### config.mk
export PLATFORM = sky130hd
export DESIGN_NAME = mult_div_unit
export DESIGN_NICKNAME = d
export VERILOG_FILES = /design/src/rtl/mdu_pkg.sv /design/src/rtl/mdu_signfix.sv /design/src/rtl/mult_div_unit.sv
export SDC_FILE = /design/constraint.sdc
export NUM_CORES = 1
export LEC_CHECK = 0
export ABC_CLOCK_PERIOD_IN_PS = 3850
export CAP_MARGIN = 10
export CORE_AREA = 3 3 171 173
export CTS_BUF_LIST = sky130_fd_sc_hd__clkbuf_16
export DETAILED_ROUTE_END_ITERATION = 8
export DIE_AREA = 0 0 174 176
export DONT_BUFFER_PORTS = 1
export PLACE_DENSITY_LB_ADDON = 0.05
export SYNTH_ARGS = -nofsm -noshare
export SYNTH_HDL_FRONTEND = slang
export SYNTH_SLANG_ARGS = --single-unit
### constraint.sdc
create_clock -name clk -period 3.85 [get_ports clk]
set_clock_uncertainty 0.1 [all_clocks]
set_input_delay 0.77 -clock clk [delete_from_list [all_inputs] [get_ports clk]]
set_output_delay 0.77 -clock clk [all_outputs]
set_load 0.1 [all_outputs]
### src/rtl/mdu_pkg.sv
// Shared encodings and constants for the iterative multiply/divide unit.
package mdu_pkg;

    typedef enum logic [1:0] {
        OP_MULT  = 2'b00,
        OP_MULTU = 2'b01,
        OP_DIV   = 2'b10,
        OP_DIVU  = 2'b11
    } op_e;

    typedef enum logic [1:0] {
        ST_IDLE = 2'b00,
        ST_CALC = 2'b01,
        ST_FIN  = 2'b10
    } state_e;

    // Quotient reported for a zero divisor; sliced to the operand width by users.
    localparam logic [63:0] DIV0_QUOT = '1;

    function automatic logic op_is_signed(input op_e o);
        return (o == OP_MULT) || (o == OP_DIV);
    endfunction

endpackage

### src/rtl/mdu_signfix.sv
// Two's-complement conditional negate; abs() when neg is the value's own sign bit.
module mdu_signfix #(
    parameter int W = 32
) (
    input  logic [W-1:0] value,
    input  logic         neg,
    output logic [W-1:0] result
);

    assign result = neg ? (~value + {{(W-1){1'b0}}, 1'b1}) : value;

endmodule

### src/rtl/mult_div_unit.sv
// Iterative radix-2 multiply/divide unit with architectural HI/LO registers.
module mult_div_unit
    import mdu_pkg::*;
#(
    parameter int DATA_W = 32
) (
    input  logic              clk,
    input  logic              rst_n,
    input  logic              start,
    input  logic [1:0]        op,
    input  logic [DATA_W-1:0] rs_data,
    input  logic [DATA_W-1:0] rt_data,
    input  logic              mthi,
    input  logic              mtlo,
    output logic [DATA_W-1:0] hi,
    output logic [DATA_W-1:0] lo,
    output logic              busy,
    output logic              done
);

    localparam int CNT_W = $clog2(DATA_W) + 1;
    localparam logic [CNT_W-1:0] LAST_STEP = CNT_W'(DATA_W - 1);

    // Handshake: start is taken only while busy is low; busy stays high from
    // the accepting edge until the commit edge, and done pulses for the one
    // cycle in which the new hi/lo first become visible. No queuing.

    state_e              state;
    op_e                 op_q;
    logic [DATA_W-1:0]   a_q;
    logic [DATA_W-1:0]   b_q;
    logic [DATA_W-1:0]   rs_q;
    logic                neg_q;
    logic                rem_neg_q;
    logic                div0_q;
    logic [2*DATA_W-1:0] acc;
    logic [CNT_W-1:0]    counter;

    logic                in_signed;
    logic [DATA_W-1:0]   rs_abs;
    logic [DATA_W-1:0]   rt_abs;
    logic [2*DATA_W-1:0] prod_fix;
    logic [DATA_W-1:0]   quot_fix;
    logic [DATA_W-1:0]   rem_fix;
    logic [2*DATA_W-1:0] acc_next;
    logic [DATA_W:0]     mul_sum;
    logic [DATA_W:0]     div_shift;
    logic [DATA_W:0]     div_diff;

    assign in_signed = op_is_signed(op_e'(op));
    assign busy      = (state != ST_IDLE);

    mdu_signfix #(.W(DATA_W)) u_abs_rs (
        .value  (rs_data),
        .neg    (in_signed & rs_data[DATA_W-1]),
        .result (rs_abs)
    );

    mdu_signfix #(.W(DATA_W)) u_abs_rt (
        .value  (rt_data),
        .neg    (in_signed & rt_data[DATA_W-1]),
        .result (rt_abs)
    );

    mdu_signfix #(.W(2*DATA_W)) u_fix_prod (
        .value  (acc),
        .neg    (neg_q),
        .result (prod_fix)
    );

    mdu_signfix #(.W(DATA_W)) u_fix_quot (
        .value  (acc[DATA_W-1:0]),
        .neg    (neg_q),
        .result (quot_fix)
    );

    mdu_signfix #(.W(DATA_W)) u_fix_rem (
        .value  (acc[2*DATA_W-1:DATA_W]),
        .neg    (rem_neg_q),
        .result (rem_fix)
    );

    // acc holds {partial product, multiplier} or {remainder, dividend/quotient}.
    always_comb begin
        mul_sum   = {1'b0, acc[2*DATA_W-1:DATA_W]} + {1'b0, (acc[0] ? a_q : {DATA_W{1'b0}})};
        div_shift = {acc[2*DATA_W-1:DATA_W], acc[DATA_W-1]};
        div_diff  = div_shift - {1'b0, b_q};
        acc_next  = acc;
        if (op_q == OP_DIV || op_q == OP_DIVU) begin
            if (!div_diff[DATA_W])
                acc_next = {div_diff[DATA_W-1:0], acc[DATA_W-2:0], 1'b1};
            else
                acc_next = {div_shift[DATA_W-1:0], acc[DATA_W-2:0], 1'b0};
        end else begin
            acc_next = {mul_sum, acc[DATA_W-1:1]};
        end
    end

    always_ff @(posedge clk or negedge rst_n) begin
        if (!rst_n) begin
            state     <= ST_IDLE;
            op_q      <= OP_MULT;
            a_q       <= '0;
            b_q       <= '0;
            rs_q      <= '0;
            neg_q     <= 1'b0;
            rem_neg_q <= 1'b0;
            div0_q    <= 1'b0;
            acc       <= '0;
            counter   <= '0;
            hi        <= '0;
            lo        <= '0;
            done      <= 1'b0;
        end else begin
            done <= 1'b0;
            case (state)
                ST_IDLE: begin
                    if (start) begin
                        op_q      <= op_e'(op);
                        a_q       <= rs_abs;
                        b_q       <= rt_abs;
                        rs_q      <= rs_data;
                        neg_q     <= in_signed & (rs_data[DATA_W-1] ^ rt_data[DATA_W-1]);
                        rem_neg_q <= in_signed & rs_data[DATA_W-1];
                        div0_q    <= (rt_data == '0);
                        acc       <= {{DATA_W{1'b0}}, (op[1] ? rs_abs : rt_abs)};
                        counter   <= '0;
                        state     <= ST_CALC;
                    end else begin
                        if (mthi) hi <= rs_data;
                        if (mtlo) lo <= rs_data;
                    end
                end
                ST_CALC: begin
                    acc     <= acc_next;
                    counter <= counter + 1'b1;
                    if (counter == LAST_STEP)
                        state <= ST_FIN;
                end
                ST_FIN: begin
                    if (op_q == OP_DIV || op_q == OP_DIVU) begin
                        if (div0_q) begin
                            hi <= rs_q;
                            lo <= DIV0_QUOT[DATA_W-1:0];
                        end else begin
                            hi <= rem_fix;
                            lo <= quot_fix;
                        end
                    end else begin
                        hi <= prod_fix[2*DATA_W-1:DATA_W];
                        lo <= prod_fix[DATA_W-1:0];
                    end
                    done  <= 1'b1;
                    state <= ST_IDLE;
                end
                default: state <= ST_IDLE;
            endcase
        end
    end

endmodule

==> flow_summary.json <==
{
  "status": "complete, but fails checks",
  "violations": "negative hold slack",
  "cap_violations": 0,
  "start_util_pct": 64.74,
  "synth_area_leaders": "dfrtp_1, nand2_1, o21ai_0",
  "p_leak_uw": 0.008221,
  "worstMarginPinSlew_ps": 1040,
  "async_reset_ff_share_pct": 100.0,
  "clk_pin_slew_ps": 60,
  "dp_hpwl_um": 46670,
  "critical_path_class": "flip-flop to flip-flop",
  "drive_gt1_share_pct": 6.798,
  "route.vias.total": 17310,
  "ios": 137,
  "final_common_cell": "nand2_1",
  "worst_slack_ps": 290.4,
  "grt_pass1_wl_um": 96810,
  "slew_violations": 0,
  "rsz0062_at_grt": "false",
  "netlist_instances": 2226,
  "netlist_area_sq_um": 17990,
  "grt_overflow": 0,
  "postRouteAntennaNets": 0,
  "critPathArrivalTime_ps": 3910,
  "grt_antenna_before_repair": 1,
  "core_sq_um": 27780,
  "fmax_mhz": 280.9,
  "r2r_slack_ps": 290,
  "nets": 2300,
  "die_y_um": 176,
  "wirelength_um": 63440,
  "drt_iter0_drc": 1958,
  "fin_crit_ps": 3560,
  "rows": 61,
  "numCtsBuffers": 26,
  "area_growth_pct": 6.560,
  "diodes": 0,
  "clockRootBuffer": "clkbuf_16",
  "synth_top_area_share_pct": 32.83,
  "synth-edff-count": 0,
  "pwr_density_cell_nw_per_um2": 941.6,
  "remaining_drc_errors": 0,
  "reg2reg_to": "acc[63]$_DFFE_PN0P_",
  "gp_congestion": 0.9887,
  "clk_latency_ps": 550,
  "postSynthNetCount": 2368,
  "relSlewSlack_pct": 30.65,
  "grt_pass1_vias": 16740,
  "ys_warn_count": 0,
  "clock_sinks": 236,
  "synthDistinctLibCells": 83,
  "hold_viol": 236,
  "seq_area_frac_synth_pct": 32.83,
  "critical_path_required_ps": 4200,
  "grt_use_total_pct": 40.39,
  "cts_max_level": 1,
  "syn_area_per_cell_sq_um": 8.080,
  "routed_via_density": 6.775,
  "dieArea_sq_um": 30620,
  "wl_per_cell_um": 24.83,
  "clock_path_buffers": 3,
  "drt_first_pass_iters": 6,
  "whs_ps": -162.6,
  "final_cell_mix": "nand2_1, o21ai_0, dfrtp_1",
  "ys_seq_elements": 236,
  "r2r_cells": 12,
  "critPathMaxFanout": 39,
  "endpoint_kind": "flip-flop",
  "critPathLaunchType": "flip-flop",
  "setup_tns_ps": 0,
  "grt_max_degree": 237,
  "dp_slack_ps": 247.8,
  "ir_drop_mv": 0.5369,
  "cts_tree": "yes",
  "final_core_util_pct": 68.99,
  "finalSetupViolCount": 0,
  "die_w_um": 174,
  "io_buffers": 0,
  "r2r_start": "acc[0]$_DFFE_PN0P_",
  "fin_crit_sh_pct": 92.46,
  "ys.flop_type": "dfrtp_1",
  "holdCritPathClass": "input pin to async pin",
  "synth_top_area_cell": "dfrtp_1"
}
-- cell usage after synthesis (all sizes together), types with 18 or more instances --
master / count
a211oi: 30
a21o: 36
a21oi: 150
a22oi: 21
a31oi: 22
and2: 49
clkbuf: 143
dfrtp: 236
ha: 69
inv: 65
mux2i: 70
nand2: 343
nand2b: 19
nand3: 29
nor2: 120
nor3: 38
o211ai: 18
o21ai: 245
o22ai: 42
o31ai: 28
or4: 20
xnor2: 112
xor2: 84
-- worst max-delay path, cell delays in order (launching register included) --
cell,delay (ps)
dfrtp_1,350
buf_4,330
nand2_1,160
fa_1,430
nand2b_1,190
a21oi_1,250
o211ai_1,180
a31oi_1,320
a21oi_1,180
a211oi_2,310
o2111ai_1,160
a221o_1,320
a22oi_1,180
-- power breakdown --
part           total [uW]  leakage (uW)  switching (uW)  internal, uW
sequential           6040       0.00287            2700          3340
clock                2660      0.000445            1060          1600
combinational        9340       0.00491            5390          3960
-- final cells by class --
cell class	count	area [sq um]
multi-input combinational	1764	11130
fill	2383	8616
sequential	236	5912
clock buffer	27	675.6
timing repair buffer	65	500.5
tap	378	473.0
inverter	65	244.0
clock inverter	20	226.5
-- worst max path at each step --
stage,startpoint,endpoint,slack (ps)
2_1_floorplan,acc[0]$_DFFE_PN0P_,acc[63]$_DFFE_PN0P_,300
3_3_place_gp,rs_data[6],acc[16]$_DFFE_PN0P_,300
3_5_place_dp,rs_data[6],acc[30]$_DFFE_PN0P_,250
4_1_cts,acc[0]$_DFFE_PN0P_,acc[63]$_DFFE_PN0P_,300
5_1_grt,acc[0]$_DFFE_PN0P_,acc[63]$_DFFE_PN0P_,60
6_report,acc[0]$_DFFE_PN0P_,acc[63]$_DFFE_PN0P_,290
-- through the flow --
step	cell area [sq um]	power (uW)	hold slack, ps	instances
after global routing	19170	19170	-178.6	2555
after global placement	18250	14960	353.4	2507
after detailed placement	18250	15140	362.7	2507
after floorplan	17990	12560	342.4	2226
final	19170	18050	-162.6	2555
after CTS	19150	17830	-168.7	2554
-- cell families (layout without fill, tap and decap cells) --
logic type	after synthesis	count (layout)	synth area share, %
simple gates	719	719	18.60
compound gates	702	702	24.28
flops	236	236	32.83
buf+inv	226	177	5.447
xor+xnor	196	196	9.544
mux	76	76	4.271
fa+ha+maj	71	71	5.023
-- metal layers --
metal	GRT usage (%)	vias to the layer above	routed length, um
li1	-	7807	-
met1	52.95	8286	24790
met2	64.21	1001	28430
met3	9.419	215	6729
met4	18.06	0	3490
met5	0	-	0
-- flip-flops by register name, indices dropped and copies added (netlist names), 2 cells and up --
register	flops
a_q	32
hi	32
state	2
rs_q	31
acc	64
lo	32
counter	6
b_q	32
-- repair_timing --
item / in CTS / in global routing
hold endpoints to repair: 236 / 236
endpoints found under the setup margin: 0 / 2
setup buffers: 0 / 1
gates resized for setup: 0 / 1
No activity file was read; power rests on OpenSTA's default activity.
